### src/rtl/cu_pkg.sv
// Shared types and encodings for the multi-cycle RV32I control unit.
// Holds the FSM state enum, ALU op codes, mux select encodings and opcodes.
// Pure declarations: no latency, no flow control.
package cu_pkg;

  typedef enum logic [3:0] {
    ST_FETCH, ST_DECODE, ST_EXEC_ALU, ST_ALU_WB, ST_MEM_ADR, ST_MEM_RD, ST_MEM_WB,
    ST_MEM_WR, ST_BRANCH, ST_JAL, ST_JALR, ST_LUI, ST_HALT
  } state_e;

  localparam logic [3:0] ALU_ADD  = 4'd0;
  localparam logic [3:0] ALU_SUB  = 4'd1;
  localparam logic [3:0] ALU_SLL  = 4'd2;
  localparam logic [3:0] ALU_SLT  = 4'd3;
  localparam logic [3:0] ALU_SLTU = 4'd4;
  localparam logic [3:0] ALU_XOR  = 4'd5;
  localparam logic [3:0] ALU_SRL  = 4'd6;
  localparam logic [3:0] ALU_SRA  = 4'd7;
  localparam logic [3:0] ALU_OR   = 4'd8;
  localparam logic [3:0] ALU_AND  = 4'd9;

  localparam logic [2:0] IMM_I = 3'd0;
  localparam logic [2:0] IMM_S = 3'd1;
  localparam logic [2:0] IMM_B = 3'd2;
  localparam logic [2:0] IMM_U = 3'd3;
  localparam logic [2:0] IMM_J = 3'd4;

  localparam logic [1:0] RES_ALU = 2'd0;
  localparam logic [1:0] RES_MEM = 2'd1;
  localparam logic [1:0] RES_PC4 = 2'd2;
  localparam logic [1:0] RES_IMM = 2'd3;

  localparam logic [1:0] PC_PLUS4   = 2'd0;
  localparam logic [1:0] PC_OLD_IMM = 2'd1;
  localparam logic [1:0] PC_ALU     = 2'd2;

  localparam logic [6:0] OP_LOAD   = 7'd3;
  localparam logic [6:0] OP_OPIMM  = 7'd19;
  localparam logic [6:0] OP_STORE  = 7'd35;
  localparam logic [6:0] OP_R      = 7'd51;
  localparam logic [6:0] OP_LUI    = 7'd55;
  localparam logic [6:0] OP_BRANCH = 7'd99;
  localparam logic [6:0] OP_JALR   = 7'd103;
  localparam logic [6:0] OP_JAL    = 7'd111;

  // States that hold a memory request open until MemReady_i.
  function automatic logic is_wait_state(state_e s);
    return (s == ST_FETCH) || (s == ST_MEM_RD) || (s == ST_MEM_WR);
  endfunction

endpackage

### src/rtl/multicycle_control_unit_if.sv
// Control-unit <-> datapath/memory bundle: instruction, flags, ready, strobes.
// master = control unit (drives strobes), slave = datapath side.
// Ports: Instr_i/Flags_i/MemReady_i into the unit; all *_o strobes out of it.
interface multicycle_control_unit_if #(
  parameter int ALU_CTRL_W = 4
);
  logic [31:0]           Instr_i;
  logic [2:0]            Flags_i;
  logic                  MemReady_i;
  logic                  MemReq_o;
  logic                  MemWrite_o;
  logic                  AdrSrc_o;
  logic                  IRWrite_o;
  logic                  PCWrite_o;
  logic [1:0]            PCsrc_o;
  logic                  RegWrite_o;
  logic                  ALUsrc_o;
  logic [2:0]            ImmSrc_o;
  logic [ALU_CTRL_W-1:0] ALUctrl_o;
  logic [1:0]            ResultSrc_o;
  logic                  BusErr_o;
  logic                  Illegal_o;

  modport master (
    input  Instr_i, Flags_i, MemReady_i,
    output MemReq_o, MemWrite_o, AdrSrc_o, IRWrite_o, PCWrite_o, PCsrc_o, RegWrite_o,
           ALUsrc_o, ImmSrc_o, ALUctrl_o, ResultSrc_o, BusErr_o, Illegal_o
  );

  modport slave (
    output Instr_i, Flags_i, MemReady_i,
    input  MemReq_o, MemWrite_o, AdrSrc_o, IRWrite_o, PCWrite_o, PCsrc_o, RegWrite_o,
           ALUsrc_o, ImmSrc_o, ALUctrl_o, ResultSrc_o, BusErr_o, Illegal_o
  );
endinterface

### src/rtl/cu_alu_decoder.sv
// ALU operation decode from funct3, funct7[5] and op[5].
// Purely combinational, zero latency; no flow control.
// Ports: funct3_i, funct7_5_i, op5_i in; alu_op_o out.
module cu_alu_decoder
  import cu_pkg::*;
(
  input  logic [2:0] funct3_i,
  input  logic       funct7_5_i,
  input  logic       op5_i,
  output logic [3:0] alu_op_o
);

  always_comb begin
    alu_op_o = ALU_ADD;
    case (funct3_i)
      // funct7 selects SUB only for register-register ops; ADDI ignores it.
      3'd0: alu_op_o = (op5_i && funct7_5_i) ? ALU_SUB : ALU_ADD;
      3'd1: alu_op_o = ALU_SLL;
      3'd2: alu_op_o = ALU_SLT;
      3'd3: alu_op_o = ALU_SLTU;
      3'd4: alu_op_o = ALU_XOR;
      // Right shifts use funct7 for both SRL/SRA and SRLI/SRAI.
      3'd5: alu_op_o = funct7_5_i ? ALU_SRA : ALU_SRL;
      3'd6: alu_op_o = ALU_OR;
      default: alu_op_o = ALU_AND;
    endcase
  end

endmodule

### src/rtl/multicycle_control_unit.sv
// Multi-cycle RV32I control unit: Moore FSM driving the shared-memory datapath.
// Latency: outputs decode registered state and Instr_i in the same cycle.
// Backpressure: wait states hold MemReq_o until MemReady_i; TIMEOUT idle cycles halt with BusErr_o.
// Ports: clk_i, rst_i (sync, active-high) and bus (multicycle_control_unit_if.master).
// Option: define MULTICYCLE_CU_TRAP_EN to halt on illegal instructions and raise Illegal_o.
module multicycle_control_unit
  import cu_pkg::*;
#(
  parameter int ALU_CTRL_W = 4,
  parameter int TIMEOUT    = 15,
  parameter int CNT_W      = 4
) (
  input  logic                        clk_i,
  input  logic                        rst_i,
  multicycle_control_unit_if.master   bus
);

  state_e           state_q, state_d;
  logic [CNT_W-1:0] cnt_q, cnt_d;
  logic             berr_q, berr_d;
  logic             illegal;

  logic       mem_req, mem_write, adr_src, ir_write, pc_write, reg_write, alu_src;
  logic [1:0] pc_src, result_src;
  logic [2:0] imm_src;
  logic [3:0] alu_ctrl, alu_dec;
  logic       br_ok, taken;

  logic [6:0] op;
  logic [2:0] f3;
  assign op = bus.Instr_i[6:0];
  assign f3 = bus.Instr_i[14:12];

  wire unused_instr = ^{bus.Instr_i[31], bus.Instr_i[29:15], bus.Instr_i[11:7]};

  cu_alu_decoder u_alu_dec (
    .funct3_i   (f3),
    .funct7_5_i (bus.Instr_i[30]),
    .op5_i      (op[5]),
    .alu_op_o   (alu_dec)
  );

  // Flags_i = {zero, lt, ltu}; funct3 2/3 are not branch encodings.
  always_comb begin
    br_ok = 1'b1;
    taken = 1'b0;
    case (f3)
      3'd0: taken = bus.Flags_i[2];
      3'd1: taken = ~bus.Flags_i[2];
      3'd4: taken = bus.Flags_i[1];
      3'd5: taken = ~bus.Flags_i[1];
      3'd6: taken = bus.Flags_i[0];
      3'd7: taken = ~bus.Flags_i[0];
      default: br_ok = 1'b0;
    endcase
  end

`ifdef MULTICYCLE_CU_TRAP_EN
  logic ill_q, ill_d;
`endif

  always_comb begin
    state_d    = state_q;
    cnt_d      = cnt_q;
    berr_d     = berr_q;
    illegal    = 1'b0;
    mem_req    = 1'b0;
    mem_write  = 1'b0;
    adr_src    = 1'b0;
    ir_write   = 1'b0;
    pc_write   = 1'b0;
    pc_src     = PC_PLUS4;
    reg_write  = 1'b0;
    alu_src    = 1'b0;
    imm_src    = IMM_I;
    alu_ctrl   = ALU_ADD;
    result_src = RES_ALU;
`ifdef MULTICYCLE_CU_TRAP_EN
    ill_d      = ill_q;
`endif
    if (rst_i) begin
      // Every strobe stays at its zero default, so an abandoned store never writes.
      state_d = ST_FETCH;
      cnt_d   = '0;
      berr_d  = 1'b0;
`ifdef MULTICYCLE_CU_TRAP_EN
      ill_d   = 1'b0;
`endif
    end else begin
      unique case (state_q)
        ST_FETCH: begin
          mem_req = 1'b1;
          if (bus.MemReady_i) begin
            ir_write = 1'b1;
            pc_write = 1'b1;
            state_d  = ST_DECODE;
          end
        end
        ST_DECODE: begin
          case (op)
            OP_R, OP_OPIMM:   state_d = ST_EXEC_ALU;
            OP_LOAD, OP_STORE: state_d = ST_MEM_ADR;
            OP_BRANCH:        state_d = ST_BRANCH;
            OP_JAL:           state_d = ST_JAL;
            OP_JALR:          state_d = ST_JALR;
            OP_LUI:           state_d = ST_LUI;
            default:          illegal = 1'b1;
          endcase
        end
        ST_EXEC_ALU: begin
          alu_src  = ~op[5];
          alu_ctrl = alu_dec;
          state_d  = ST_ALU_WB;
        end
        ST_ALU_WB: begin
          reg_write = 1'b1;
          state_d   = ST_FETCH;
        end
        ST_MEM_ADR: begin
          alu_src = 1'b1;
          imm_src = op[5] ? IMM_S : IMM_I;
          state_d = op[5] ? ST_MEM_WR : ST_MEM_RD;
        end
        ST_MEM_RD: begin
          mem_req = 1'b1;
          adr_src = 1'b1;
          if (bus.MemReady_i) state_d = ST_MEM_WB;
        end
        ST_MEM_WB: begin
          reg_write  = 1'b1;
          result_src = RES_MEM;
          state_d    = ST_FETCH;
        end
        ST_MEM_WR: begin
          mem_req   = 1'b1;
          mem_write = 1'b1;
          adr_src   = 1'b1;
          if (bus.MemReady_i) state_d = ST_FETCH;
        end
        ST_BRANCH: begin
          alu_ctrl = ALU_SUB;
          imm_src  = IMM_B;
          pc_write = br_ok & taken;
          pc_src   = (br_ok & taken) ? PC_OLD_IMM : PC_PLUS4;
          illegal  = ~br_ok;
          state_d  = ST_FETCH;
        end
        ST_JAL: begin
          imm_src    = IMM_J;
          reg_write  = 1'b1;
          result_src = RES_PC4;
          pc_write   = 1'b1;
          pc_src     = PC_OLD_IMM;
          state_d    = ST_FETCH;
        end
        ST_JALR: begin
          alu_src    = 1'b1;
          reg_write  = 1'b1;
          result_src = RES_PC4;
          pc_write   = 1'b1;
          pc_src     = PC_ALU;
          state_d    = ST_FETCH;
        end
        ST_LUI: begin
          imm_src    = IMM_U;
          reg_write  = 1'b1;
          result_src = RES_IMM;
          state_d    = ST_FETCH;
        end
        ST_HALT: ;
        default: state_d = ST_FETCH;
      endcase

      // A ready in the cycle the count would expire still completes normally.
      if (is_wait_state(state_q) && !bus.MemReady_i) begin
        if (cnt_q == CNT_W'(TIMEOUT - 1)) begin
          state_d = ST_HALT;
          berr_d  = 1'b1;
        end else begin
          cnt_d = cnt_q + CNT_W'(1);
        end
      end

`ifdef MULTICYCLE_CU_TRAP_EN
      if (illegal) begin
        state_d = ST_HALT;
        ill_d   = 1'b1;
      end
`else
      // Without the trap an illegal instruction retires as a NOP.
      if (illegal) state_d = ST_FETCH;
`endif

      if (state_d != state_q && is_wait_state(state_d)) cnt_d = '0;
    end
  end

  always_ff @(posedge clk_i) begin
    if (rst_i) begin
      state_q <= ST_FETCH;
      cnt_q   <= '0;
      berr_q  <= 1'b0;
    end else begin
      state_q <= state_d;
      cnt_q   <= cnt_d;
      berr_q  <= berr_d;
    end
  end

`ifdef MULTICYCLE_CU_TRAP_EN
  always_ff @(posedge clk_i) begin
    if (rst_i) ill_q <= 1'b0;
    else       ill_q <= ill_d;
  end
  assign bus.Illegal_o = ill_q & ~rst_i;
`else
  assign bus.Illegal_o = 1'b0;
`endif

  assign bus.MemReq_o    = mem_req;
  assign bus.MemWrite_o  = mem_write;
  assign bus.AdrSrc_o    = adr_src;
  assign bus.IRWrite_o   = ir_write;
  assign bus.PCWrite_o   = pc_write;
  assign bus.PCsrc_o     = pc_src;
  assign bus.RegWrite_o  = reg_write;
  assign bus.ALUsrc_o    = alu_src;
  assign bus.ImmSrc_o    = imm_src;
  assign bus.ALUctrl_o   = ALU_CTRL_W'(alu_ctrl);
  assign bus.ResultSrc_o = result_src;
  assign bus.BusErr_o    = berr_q & ~rst_i;

endmodule

### src/flat_wrapper.sv
// flat-port wrapper written by rule: the top's interface ports become plain ports
module multicycle_control_unit_flat import cu_pkg::*;
#(
  parameter int ALU_CTRL_W = 4,
  parameter int TIMEOUT    = 15,
  parameter int CNT_W      = 4
)
  (clk_i, rst_i, bus_Instr_i, bus_Flags_i, bus_MemReady_i, bus_MemReq_o, bus_MemWrite_o, bus_AdrSrc_o, bus_IRWrite_o, bus_PCWrite_o, bus_PCsrc_o, bus_RegWrite_o, bus_ALUsrc_o, bus_ImmSrc_o, bus_ALUctrl_o, bus_ResultSrc_o, bus_BusErr_o, bus_Illegal_o);
  multicycle_control_unit_if #(.ALU_CTRL_W(ALU_CTRL_W)) bus_i ();
  input  logic clk_i;
  input  logic rst_i;
  input wire logic [$bits(bus_i.Instr_i)-1:0] bus_Instr_i;
  input wire logic [$bits(bus_i.Flags_i)-1:0] bus_Flags_i;
  input wire logic [$bits(bus_i.MemReady_i)-1:0] bus_MemReady_i;
  output wire logic [$bits(bus_i.MemReq_o)-1:0] bus_MemReq_o;
  output wire logic [$bits(bus_i.MemWrite_o)-1:0] bus_MemWrite_o;
  output wire logic [$bits(bus_i.AdrSrc_o)-1:0] bus_AdrSrc_o;
  output wire logic [$bits(bus_i.IRWrite_o)-1:0] bus_IRWrite_o;
  output wire logic [$bits(bus_i.PCWrite_o)-1:0] bus_PCWrite_o;
  output wire logic [$bits(bus_i.PCsrc_o)-1:0] bus_PCsrc_o;
  output wire logic [$bits(bus_i.RegWrite_o)-1:0] bus_RegWrite_o;
  output wire logic [$bits(bus_i.ALUsrc_o)-1:0] bus_ALUsrc_o;
  output wire logic [$bits(bus_i.ImmSrc_o)-1:0] bus_ImmSrc_o;
  output wire logic [$bits(bus_i.ALUctrl_o)-1:0] bus_ALUctrl_o;
  output wire logic [$bits(bus_i.ResultSrc_o)-1:0] bus_ResultSrc_o;
  output wire logic [$bits(bus_i.BusErr_o)-1:0] bus_BusErr_o;
  output wire logic [$bits(bus_i.Illegal_o)-1:0] bus_Illegal_o;
  assign bus_i.Instr_i = bus_Instr_i;
  assign bus_i.Flags_i = bus_Flags_i;
  assign bus_i.MemReady_i = bus_MemReady_i;
  assign bus_MemReq_o = bus_i.MemReq_o;
  assign bus_MemWrite_o = bus_i.MemWrite_o;
  assign bus_AdrSrc_o = bus_i.AdrSrc_o;
  assign bus_IRWrite_o = bus_i.IRWrite_o;
  assign bus_PCWrite_o = bus_i.PCWrite_o;
  assign bus_PCsrc_o = bus_i.PCsrc_o;
  assign bus_RegWrite_o = bus_i.RegWrite_o;
  assign bus_ALUsrc_o = bus_i.ALUsrc_o;
  assign bus_ImmSrc_o = bus_i.ImmSrc_o;
  assign bus_ALUctrl_o = bus_i.ALUctrl_o;
  assign bus_ResultSrc_o = bus_i.ResultSrc_o;
  assign bus_BusErr_o = bus_i.BusErr_o;
  assign bus_Illegal_o = bus_i.Illegal_o;
  multicycle_control_unit #(.ALU_CTRL_W(ALU_CTRL_W), .TIMEOUT(TIMEOUT), .CNT_W(CNT_W)) u_core (.clk_i(clk_i), .rst_i(rst_i), .bus(bus_i));
endmodule
### config.mk
export PLATFORM = sky130hd
export DESIGN_NAME = multicycle_control_unit_flat
export DESIGN_NICKNAME = d
export VERILOG_FILES = /design/src/rtl/cu_pkg.sv /design/src/rtl/multicycle_control_unit_if.sv /design/src/rtl/cu_alu_decoder.sv /design/src/rtl/multicycle_control_unit.sv /design/src/flat_wrapper.sv
export SDC_FILE = /design/constraint.sdc
export NUM_CORES = 1
export LEC_CHECK = 0
export BUFFER_PORTS_ARGS = -buffer_cell sky130_fd_sc_hd__clkbuf_2
export CELL_PAD_IN_SITES_DETAIL_PLACEMENT = 1
export CELL_PAD_IN_SITES_GLOBAL_PLACEMENT = 1
export CORE_MARGIN = 2
export CORE_UTILIZATION = 33
export DETAILED_ROUTE_END_ITERATION = 12
export GPL_TIMING_DRIVEN = 0
export PLACE_DENSITY_LB_ADDON = 0.1
export SLEW_MARGIN = 20
export SYNTH_ARGS = -nofsm -noshare
export SYNTH_HDL_FRONTEND = slang
export SYNTH_SLANG_ARGS = --single-unit
### constraint.sdc
create_clock -name clk_i -period 3.4 [get_ports clk_i]
set_clock_uncertainty 0.2 [all_clocks]
set_input_delay 0.17 -clock clk_i [delete_from_list [all_inputs] [get_ports clk_i]]
set_output_delay 0.17 -clock clk_i [all_outputs]
set_load 0.05 [all_outputs]
==> out/results.txt, run 1 <==
The flow ran to the end, and the final reports show no timing, DRC or antenna violations. The run gives 2.878 mm as the estimated wirelength of the detail-placed design. For the number of warning messages in the yosys log, the log shows 0.

Once detail routing completed, the nets flagged for antenna violations numbered 0. For the data required time at the worst endpoint, the log shows 3030 ps. Share of total power in the clock network: 27.3%. The logs give 745.0 ps for the minimum setup slack in the final design and 239 for the final-stage net count. The logs give 870.8 um^2 for the area occupied by multi-input gates and 0 for the max-cap violation count. The logs give 41.39% for the core utilization of the finished layout and 0 for the global route total overflow.

After filler insertion, the fill cell instance count of the layout stands at 467. The share of the Yosys chip area taken by registers is 15.64%. The cell sitting at the root of the clock tree is a clkbuf_4. The logs give 58 for the number of top-level pins and 6.272 mm for the wire length of the first global-routing pass. The final-report hold violation count was 0. The synthesized design spends more area on one cell type than any other, namely dfxtp_1. The congestion estimate from routability-driven global placement came to 0.8559. Before antenna repair, the detailed router went through 4 iterations.

The internal portion of the total power is 0.1949 mW. The power per unit of standard cell area is 220.2 nW/um^2. Counting every sink on the clock net gives 9.

For this block, the initial DRC count from the detailed router was 66. The share of cells above drive strength 1 came out at 23.74%. In this run the power spent charging and discharging nets is 0.1092 mW.

Most used flip-flop cell after synthesis: dfxtp_1. The tools report the flip-flop and latch area as 180.2 um^2. In the finished design, the share of the clock period the worst path needs comes to 78.09%.

For the worst setup slack before clock tree synthesis, the log shows 1030 ps. Using the TritonRoute via totals, the vias-per-cell ratio works out to 5.648. For the effective utilization at floorplan, the log shows 34.53%. From bottom edge to top edge, the die measures 63.10 um. The initial antenna violation count is 0.

The count of port buffers added during placement is 29, and the final setup TNS is 0 ps. Number of different library cells in the post-synthesis netlist: 51. The logs give 37.6% for the power share of the sequential group and 35.1% for the logic gate share of total power. In the final routed layout, each cell accounts on average for 15.29 um. The worst setup path is captured at a primary output. From left edge to right edge, the die measures 63.10 um. Ranked by total cell area, the synthesized netlist is headed by dfxtp_1 (16%), a21oi_1 (7.8%), nor2_1 (7.2%). After synthesis, the share of flip-flops with an asynchronous set or reset is 0%. The critical path arrival was 2280 ps. In this run the mean area of a mapped cell was 6.984 um^2. The number of antenna diodes in the final layout is 0. The worst reg-to-reg path cell count is 6, and the number of post-CTS setup repair buffers is 0. Commonest non-fill, non-tap cell in the layout: clkbuf_2. The tools report the total count of max-transition violations in the final report as 0. For this block, the via count after detailed routing is 1378. The floorplan step defined a core boundary enclosing 3337 um^2. After floorplanning, the core was divided into 21 placement rows. Clock-pin slew was measured on the worst setup and hold paths at 60 ps. The later pin in the worst-skew pair is clocked with a latency of 260 ps. Derived from the worst setup path, the maximum achievable clock frequency is 376.6 MHz. Cell depth of the worst hold path: 2. The critical path start-end classification is flop to primary output. The tools report the maximum level of the CTS H-tree as 1.

The portion of synthesized cell area occupied by the leading cell type is 15.64%, and the number of enable flip-flop cells after synthesis is 0. The logs give 0.2038 mV for the maximum vdd drop and 0 for the number of buffers inserted for hold repair after clock tree synthesis. STA classifies the critical path startpoint as a flop.

The number of global-route vias before repair was 1326; the count of placed standard cells including taps was 240. The tools report the largest net degree at the start of global routing as 11. The total power was 0.3041 mW. Post-synthesis instance area: 1152 um^2.

Setup violations remaining at the end of the flow were counted as 0. In this run, synthesis produced a sequential element count of 9. Setup repair after global routing left no endpoint under its margin.

In this run the static leakage power is 0.5420 nW. Along the worst path, the maximum fanout reaches 10. When the netlist entered floorplanning its net count stood at 205. For the TritonCTS buffer count, the log shows 3. For the number of cells in the finished layout apart from fillers, the log shows 244. In this run switching power makes up 35.92% of total power.

The quantity of gates resized following cts is 0. The area growth from synthesis to final layout is 19.87%. The class of the tightest hold or removal check is input port to flop. The maximum clock path buffer count is 2, and the global-route total usage across every layer is 19.40%. Post-detailed-route DRC marker count: 0. The tools report the cell count after synthesis as 165. The final period demand of the worst path came out at 2655 ps. The top cell types in the final layout, fill and taps aside, are clkbuf_2 (29), nor2_1 (22), a21oi_1 (18), nand2_1 (11), clkbuf_1 (10). For the die outline area, the log shows 3981 um^2. TritonCTS built the clock tree.

For the routed wire length, the log shows 3.731 mm.
## metrics by stage
| step | hold slack, ps | instance area, um^2 |
|---|---|---|
| after floorplan | 229.0 | 1152 |
| after global placement | 245.8 | 1355 |
| after detailed placement | 257.1 | 1355 |
| after CTS | 172.3 | 1381 |
| after global routing | 174.5 | 1381 |
| final | 186.9 | 1381 |
## final timing paths
kind | from | end | slack, ps
max | u_core.state_q[2] | bus_ALUctrl_o[0] | 750
min | rst_i | u_core.state_q[1] | 190
max reg2reg | u_core.state_q[3] | u_core.cnt_q[0] | 1070
min reg2reg | u_core.berr_q | u_core.berr_q | 260
## final cells by class
class	instances	area share [%]
Inverter	6	1.630
Timing Repair Buffer	29	10.51
Clock buffer	4	1.902
Buffer	15	5.707
Tap cell	46	4.167
Multi-Input combinational cell	135	63.04
Sequential cell	9	13.04
## cell families after synthesis
group | Yosys count | synth area share [%]
other cells | 1 | 0.3254
flops | 9 | 15.63
simple gates | 73 | 34.53
fa+ha+maj | 2 | 2.171
mux | 2 | 1.737
xor+xnor | 6 | 4.561
buf+inv | 21 | 8.794
compound gates | 51 | 32.25
## power groups by stage
stage / clock (mW) / sequential [mW] / combinational [mW]
2_1_floorplan: 0 / 0.116 / 0.0785
3_3_place_gp: 0 / 0.116 / 0.103
3_5_place_dp: 0 / 0.117 / 0.107
4_1_cts: 0.0870 / 0.114 / 0.108
5_1_grt: 0.0947 / 0.115 / 0.118
6_report: 0.0829 / 0.114 / 0.107
## sequential cells by signal (all words and copies together), names as in the netlist
signal / cells
u_core.berr_q: 1
u_core.cnt_q: 4
u_core.state_q: 4
## cell usage after synthesis, drive strengths merged, types with 4 or more instances
| master | number |
|---|---|
| inv | 6 |
| nand3 | 6 |
| dfxtp | 9 |
| nand2b | 4 |
| a21oi | 20 |
| o21ai | 9 |
| nor2b | 4 |
| nor2 | 22 |
| nand2 | 11 |
| buf | 6 |
| nor3 | 7 |
| clkbuf | 9 |
## layer usage
metal | up-vias | track usage (%) | routed length [um]
li1 | 665 | - | -
met1 | 671 | 23.80 | 1620
met2 | 38 | 35.24 | 1904
met3 | 4 | 3.214 | 187
met4 | 0 | 4.167 | 19
met5 | - | 0 | 0
## worst max-delay path, stage by stage (launching register included)
cell and delay, ps:
dfxtp_1 290, buf_2 180, clkbuf_1 240, or4_1 640, a21oi_1 160, o211ai_1 120
o21ai_1 90, clkbuf_2 290
No activity file was read; power rests on OpenSTA's default activity.
==> inputs of run 2 (changes only) <==
--- a/config.mk
+++ b/config.mk
@@ -5,11 +5,12 @@
 export SDC_FILE = /design/constraint.sdc
 export NUM_CORES = 1
 export LEC_CHECK = 0
+export ABC_AREA = 1
 export BUFFER_PORTS_ARGS = -buffer_cell sky130_fd_sc_hd__clkbuf_2
 export CELL_PAD_IN_SITES_DETAIL_PLACEMENT = 1
 export CELL_PAD_IN_SITES_GLOBAL_PLACEMENT = 1
 export CORE_MARGIN = 2
-export CORE_UTILIZATION = 33
+export CORE_UTILIZATION = 25
 export DETAILED_ROUTE_END_ITERATION = 12
 export GPL_TIMING_DRIVEN = 0
 export PLACE_DENSITY_LB_ADDON = 0.1
==> constraint.sdc (replaced) <==
create_clock -name clk_i -period 2.4 [get_ports clk_i]
set_clock_uncertainty 0.2 [all_clocks]
set_input_delay 0.12 -clock clk_i [delete_from_list [all_inputs] [get_ports clk_i]]
set_output_delay 0.12 -clock clk_i [all_outputs]
set_load 0.05 [all_outputs]
==> out/results.txt, run 2 <==
The run finished with clean final reports. The clock slew at the register clock pins of the worst setup and hold paths works out to 50 ps (about the same). The via count of the routed design was 1319 (-4.3%). The tools report the number of global-route vias before repair as 1381 (+4.1%).

The class of the tightest hold or removal check is input port to flop. The logs give 0 (unchanged) for the number of warning messages in the yosys log and 2 (unchanged) for the maximum clock path buffer count. The clock insertion delay at the later pin of the skew report was 230 ps (-30 ps).

For the number of top-level pins, the log shows 58 (unchanged). The portion of synthesized cell area occupied by the leading cell type works out to 17.63% (+2.0 points). Clock net sink count: 9 (unchanged).

The final setup TNS is 0 ps (unchanged). The number of enable flip-flop cells after synthesis is 0 (unchanged). Final RePlAce weighted congestion: 0.7253 (-15%). The total count of max-transition violations in the final report was 0 (unchanged); the post-synthesis share of cell area spent on full adders, half adders and majority gates was 2.350% (+0.18 points). The cell count after synthesis came out at 196 (+19%). The worst setup path is launched from a flop. The logs give 6.161 mm (-1.8%) for the wire length of the first global-routing pass and 3 (unchanged) for the TritonCTS buffer count. The flop and latch count out of synthesis was 9 (unchanged); the die boundary width was 69.26 um (+9.8%). The routed wire length is 3.391 mm (-9.1%).

Setup repair after global routing left no endpoint under its margin. The fraction of the mapped netlist area in compound gates works out to 16.92% (-15 points). The largest fanout on the critical path works out to 7 (-3). The max-cap violation count is 0 (unchanged).

The maximum level of the CTS H-tree is 1 (unchanged). Dividing the final minimum period by the clock period gives 91.40%. The detailed-route vias per instance was 4.644 (-18%). The final period demand of the worst path works out to 2194 ps. The final-report hold violation count is 0 (unchanged), and the achievable clock frequency is 455.9 MHz.

The tools report the antenna violation net count after detailed routing as 0 (unchanged). After synthesis, the cell types taking the most area are nand2_1 (18%), dfxtp_1 (17%), nor2_1 (12%). By instance count, the leading cell after synthesis is nand2_1. The area of the core region is 4058 um^2 (+22%). The die span in y came out at 69.26 um (+9.8%). For this run, the leading register cell type out of synthesis is dfxtp_1. The minimum setup slack in the final design was 206.5 ps (-538.5 ps).

Leaving out fill and tap cells, the most frequent cells in the layout are nand2_1 (50), nor2_1 (34), clkbuf_2 (33), inv_1 (32), a21oi_1 (16). For this design, the slowest cell found on the critical path is dfxtp_1. The number of buffers inserted for hold repair after clock tree synthesis is 0 (unchanged).

The root buffer cell chosen for the clock tree is clkbuf_8. The number of different library cells in the post-synthesis netlist is 29 (-43%). The critical path start-end classification was flop to primary output.

Number of post-CTS setup repair buffers: 0 (unchanged). The largest registers in the layout are u_core.cnt_q: 4 flops, u_core.state_q: 4 flops, u_core.berr_q: 1 flops. The most prevalent standard cell on the critical path is inv_1. For the critical path arrival, the log shows 1870 ps (-410 ps). The tools report the final-stage net count as 275 (+15%).

For the estimated wirelength of the detail-placed design, the log shows 2.815 mm (-2.2%). The post-synthesis instance area came out at 1065 um^2 (-7.6%). The main combinational cell family by area after synthesis is simple AND/OR/NAND/NOR gates. The count of port buffers added during placement is 34 (+17%), and the DRC marker count from the first detailed-route iteration is 15 (-77%). The share of synthesized registers carrying an async set or reset works out to 0% (unchanged). The largest total area in the synthesized netlist belongs to nand2_1. The endpoint type of the worst setup path is a primary output.

The antenna diode count is 0 (unchanged), and the power per unit of standard cell area is 355.9 nW/um^2 (+62%). The post-detailed-route DRC marker count was 0 (unchanged); the quantity of gates resized following cts was 0 (unchanged). TritonCTS built the clock tree. The final count of negative-setup-slack endpoints is 0 (unchanged).

The synthesized-area fraction occupied by and/or/nand/nor cells came out at 47.24% (+13 points). The logs give 0 (unchanged) for the global route total overflow and 0.4832 mW (+59%) for the total power. The signal on the critical path passes through inv_1 -> nand2_1 -> inv_1 -> nand2_1 -> nor2_1 -> inv_1 -> o32ai_2 -> clkbuf_2. By count the netlist is led by nand2_1 (50), nor2_1 (34), inv_1 (32), a21oi_1 (16), nand3_1 (11). Commonest non-fill, non-tap cell in the layout: nand2_1. The run gives 15.19% (-4.2 points) as the global-route total usage across every layer. The number of detailed-routing iterations run before antenna repair is 4 (unchanged). The leakage power figure is 0.7400 nW (+37%). The share of cells above drive strength 1 came out at 23.50% (-0.23 points). Mean instance size in the synthesized netlist: 5.433 um^2 (-22%). Routed length per instance: 11.94 um (-22%).

The multiplexer share of the synthesized area came out at 0% (-1.7 points). The xor and xnor fraction of the mapped netlist area came out at 2.468% (-2.1 points). The maximum vdd drop is 0.3409 mV (+67%). Sequential-to-total area share from yosys stat: 16.92% (+1.3 points).

Delay of the slowest cell on the worst path: 400 ps (-240 ps). The area growth from synthesis to final layout is 27.50%. The tools report the die outline area as 4797 um^2 (+20%). The run gives 23 (+9.5%) as the number of rows created at floorplan. The synthesized net count is 236 (+15%). The initial antenna violation count came out at 0 (unchanged). The tools report the number of fill cells as 579 (+24%).

The worst setup slack before clock tree synthesis was 365.9 ps (-663.7 ps). The tools report the effective utilization at floorplan as 26.24% (-8.3 points). The data required time at the worst endpoint was 2080 ps (-950 ps); the largest net degree at the start of global routing was 11 (unchanged).
==> run 2: changes by cell type in the layout (fill, tap and decap cells not counted), moves of 5 or more <==
cell and delta:
nor2_1 +12, clkbuf_1 -7, nand3_1 +5, nor3_1 -6
nand2_1 +39, inv_1 +26, nand2_2 +5
==> run 2: through the flow <==
step | instance area, um^2 | hold slack [ps] | cells | util [%]
2_1_floorplan | 1072 | 174.0 | 196 | -
3_3_place_gp | 1305 | 252.8 | 280 | 32.16
3_5_place_dp | 1305 | 260.5 | 280 | 32.16
4_1_cts | 1350 | 131.0 | 284 | 33.27
5_1_grt | 1358 | 201.6 | 284 | 33.46
6_report | 1358 | 116.2 | 284 | 33.46
==> run 2: final timing paths <==
kind | start | to | slack [ps] | cells after the start
max | u_core.state_q[0] | bus_ALUctrl_o[0] | 210 | 8
min | rst_i | u_core.berr_q | 120 | 2
max reg2reg | u_core.state_q[0] | u_core.cnt_q[2] | 330 | 13
min reg2reg | u_core.berr_q | u_core.berr_q | 260 | 2
==> run 2: logic make-up after synthesis <==
| group | after synthesis |
|---|---|
| xor gates and xnor gates | 3 |
| buffers and inverters | 38 |
| and+or+nand+nor | 112 |
| other | 1 |
| AOI/OAI and AO/OA | 31 |
| adders and majority gates | 2 |
| DFF | 9 |
==> run 2: layout make-up <==
type                       count  area, um^2  area share, %
clock buffer                   4       45.04          3.318
sequential                     9       180.2          13.27
timing repair buffer          34       172.7          12.72
multi-input combinational    149       750.7          55.30
inverter                      35       131.4          9.677
tap                           50       62.56          4.608
buffer                         3       15.01          1.106
==> run 2: report_power, final <==
group,switching [mW],internal (mW)
Clock,0.0626,0.116
Sequential,0.0100,0.157
Combinational,0.0939,0.0442
Total,0.166,0.317
==> run 2: worst max-delay path, delay by kind of cell (launching register included) <==
kind            cells  cell delay (ps)
simple gates        3              350
flops               1              400
buf+inv             4              630
compound gates      1              260
==> run 2: per-layer routing <==
metal | track usage, % | vias to the layer above | routed length (um)
li1 | - | 697 | -
met1 | 21.24 | 586 | 1753
met2 | 24.47 | 32 | 1445
met3 | 2.471 | 4 | 168
met4 | 3.268 | 0 | 24
met5 | 0 | - | 0
==> inputs of run 3 (changes only) <==
==> constraint.sdc (replaced) <==
create_clock -name clk_i -period 2.4 [get_ports clk_i]
set_clock_uncertainty 0.2 [all_clocks]
set_input_delay 0.12 -clock clk_i [delete_from_list [all_inputs] [get_ports clk_i]]
set_output_delay 0.12 -clock clk_i [all_outputs]
set_load 0.01 [all_outputs]
==> out/results.txt, run 3 (same netlist as run 2, synthesis figures left out) <==
The number of rows created at floorplan is 23 (unchanged), and the leakage power figure is 0.7370 nW (-0.40%). The initial antenna violation count was 0 (unchanged). The worst setup path is captured at a primary output. The number of global-route vias before repair was 1334 (-3.4%); the estimated wirelength of the detail-placed design was 2.769 mm (-1.6%). The flow ran to the end, and the final reports show no timing, DRC or antenna violations.

The clock slew at the register clock pins of the worst setup and hold paths was 40 ps (about the same); the DRC marker count from the first detailed-route iteration was 20 (+5). TritonCTS built the clock tree. The final RePlAce weighted congestion came out at 0.7698 (+6.1%). The number of post-CTS setup repair buffers is 0 (unchanged). The routed length per instance is 11.39 um (-4.6%). The TritonCTS buffer count is 3 (unchanged). The max-cap violation count is 0 (unchanged), and the share of cells above drive strength 1 is 23.50% (unchanged). For the antenna violation net count after detailed routing, the log shows 0 (unchanged). Setup repair after global routing left no endpoint under its margin. The power per unit of standard cell area came out at 344.0 nW/um^2 (-3.4%). Detailed-route vias per instance: 4.599 (-0.99%). For the pin with the worst max-slew slack, the measured transition is 507.0 ps. The critical path arrival came out at 1720 ps (-150 ps). Class of the tightest hold or removal check: input port to flop. The area growth from synthesis to final layout came out at 26.20%. In the layout the commonest cells are nand2_1 (50), nor2_1 (34), clkbuf_2 (34), inv_1 (32), a21oi_1 (16).

The wire length of the first global-routing pass was 5.871 mm (-4.7%). Achievable clock frequency: 490.0 MHz (+7.5%). The register-to-register path setup slack was 420 ps (+90 ps); the via count of the routed design was 1306 (-0.99%).

The tools report the routed wire length as 3.236 mm (-4.6%). The final-stage net count was 275 (unchanged); the largest fanout on the critical path was 7 (unchanged). The logs give 240 ps (about the same) for the clock insertion delay at the later pin of the skew report and 9 (unchanged) for the clock net sink count. The final-report hold violation count is 0 (unchanged), and the die boundary width is 69.26 um (unchanged). The die span in y works out to 69.26 um (unchanged).

The count of port buffers added during placement is 34 (unchanged). The worst setup slack before clock tree synthesis is 380.7 ps (+14.79 ps), and the share of the clock period used by the worst path after layout is 85.03% (-6.4 points). The largest net degree at the start of global routing is 11 (unchanged), and the global route total overflow is 0 (unchanged).

STA classifies the critical path startpoint as a flop. The total power is 0.4623 mW (-4.3%). The tools report the total count of max-transition violations in the final report as 0 (unchanged). For the post-detailed-route DRC marker count, the log shows 0 (unchanged). The largest registers in the layout are u_core.cnt_q: 4 flops, u_core.state_q: 4 flops, u_core.berr_q: 1 flops. The run gives 280 (unchanged) as the count of placed standard cells including taps. For the data required time at the worst endpoint, the log shows 2080 ps (about the same). For the minimum setup slack in the final design, the log shows 359.4 ps (+152.9 ps). The number of top-level pins came out at 58 (unchanged). The number of cells in the finished layout apart from fillers was 284 (unchanged).

The final setup TNS is 0 ps (unchanged), and the antenna diode count is 0 (unchanged). The tools report the area of the core region as 4058 um^2 (unchanged). The die outline area is 4797 um^2 (unchanged). The tools report the final count of negative-setup-slack endpoints as 0 (unchanged).

The worst pin sits at a relative slew slack of 66.20%. The cell depth of the worst hold path is 2 (unchanged). The final period demand of the worst path was 2041 ps (-152.9 ps); the quantity of gates resized following cts was 0 (unchanged). The run gives 26.24% (unchanged) as the effective utilization at floorplan. The maximum level of the CTS H-tree was 1 (unchanged). The library cell used most frequently in the layout, excluding fill and tap cells, is nand2_1. The maximum clock path buffer count was 2 (unchanged); the worst reg-to-reg path cell count was 11 (-2).

By startpoint and endpoint, the worst setup path is classified as flop to primary output. The tools report the number of buffers inserted for hold repair after clock tree synthesis as 0 (unchanged). The maximum vdd drop was 0.2784 mV (-18%); the global-route total usage across every layer was 14.54% (-0.65 points).

The number of detailed-routing iterations run before antenna repair is 4 (unchanged). The cell sitting at the root of the clock tree is a clkbuf_8.
-- run 3: cell count changes in the layout (fill, tap and decap cells not counted), sizes merged --
cell / before / now
clkinv: 0 / 1
clkbuf: 40 / 39
-- run 3: layer usage --
layer / vias to the layer above / track usage (%) / share of wire [%] / routed length [um]
met2: 22 / 24.36 / 44 / 1437
li1: 694 / - / - / -
met1: 586 / 19.19 / 51 / 1653
met5: - / 0 / 0 / 0
met4: 0 / 4.575 / 1.2 / 40
met3: 4 / 2.035 / 3.2 / 105
-- run 3: path summary, 6_finish.rpt --
| kind | startpoint | endpoint |
|---|---|---|
| hold reg to reg | u_core.berr_q | u_core.berr_q |
| setup / recovery | u_core.state_q[0] | bus_PCWrite_o |
| hold / removal | rst_i | u_core.berr_q |
| setup reg to reg | u_core.state_q[2] | u_core.cnt_q[2] |
-- run 3: through the flow --
step	utilization [%]	hold WS (ps)	area (um^2)
2_1_floorplan	-	174.0	1065
3_3_place_gp	31.98	254.7	1297
3_5_place_dp	31.98	253.7	1297
4_1_cts	33.12	98.81	1344
5_1_grt	33.12	140.5	1344
6_report	33.12	79.76	1344
-- run 3: layout make-up --
cell class / instances / area (um^2)
inverters: 35 / 131.4
plain buffers: 3 / 15.01
fillers: 577 / 2714
flip-flops and latches: 9 / 180.2
multi-input cells: 149 / 738.2
clock inverters: 1 / 5.005
repair buffers: 34 / 170.2
well taps: 50 / 62.56
clock buffers: 3 / 41.29
-- run 3: where the power goes --
part	total [mW]	internal [mW]	leakage, nW	switching [mW]
combinational	0.119	0.0429	0.639	0.0758
sequential	0.165	0.156	0.0730	0.00881
clock	0.178	0.114	0.0255	0.0648
total	0.462	0.313	0.737	0.149
-- run 3: worst max-delay path, cell delays in order, from the launching register on --
cell      delay (ps)
dfxtp_1          370
nor2_2           260
inv_1            120
nor2_1           150
inv_1            100
a21oi_1          120
inv_1             70
a41oi_1          150
clkbuf_2         160
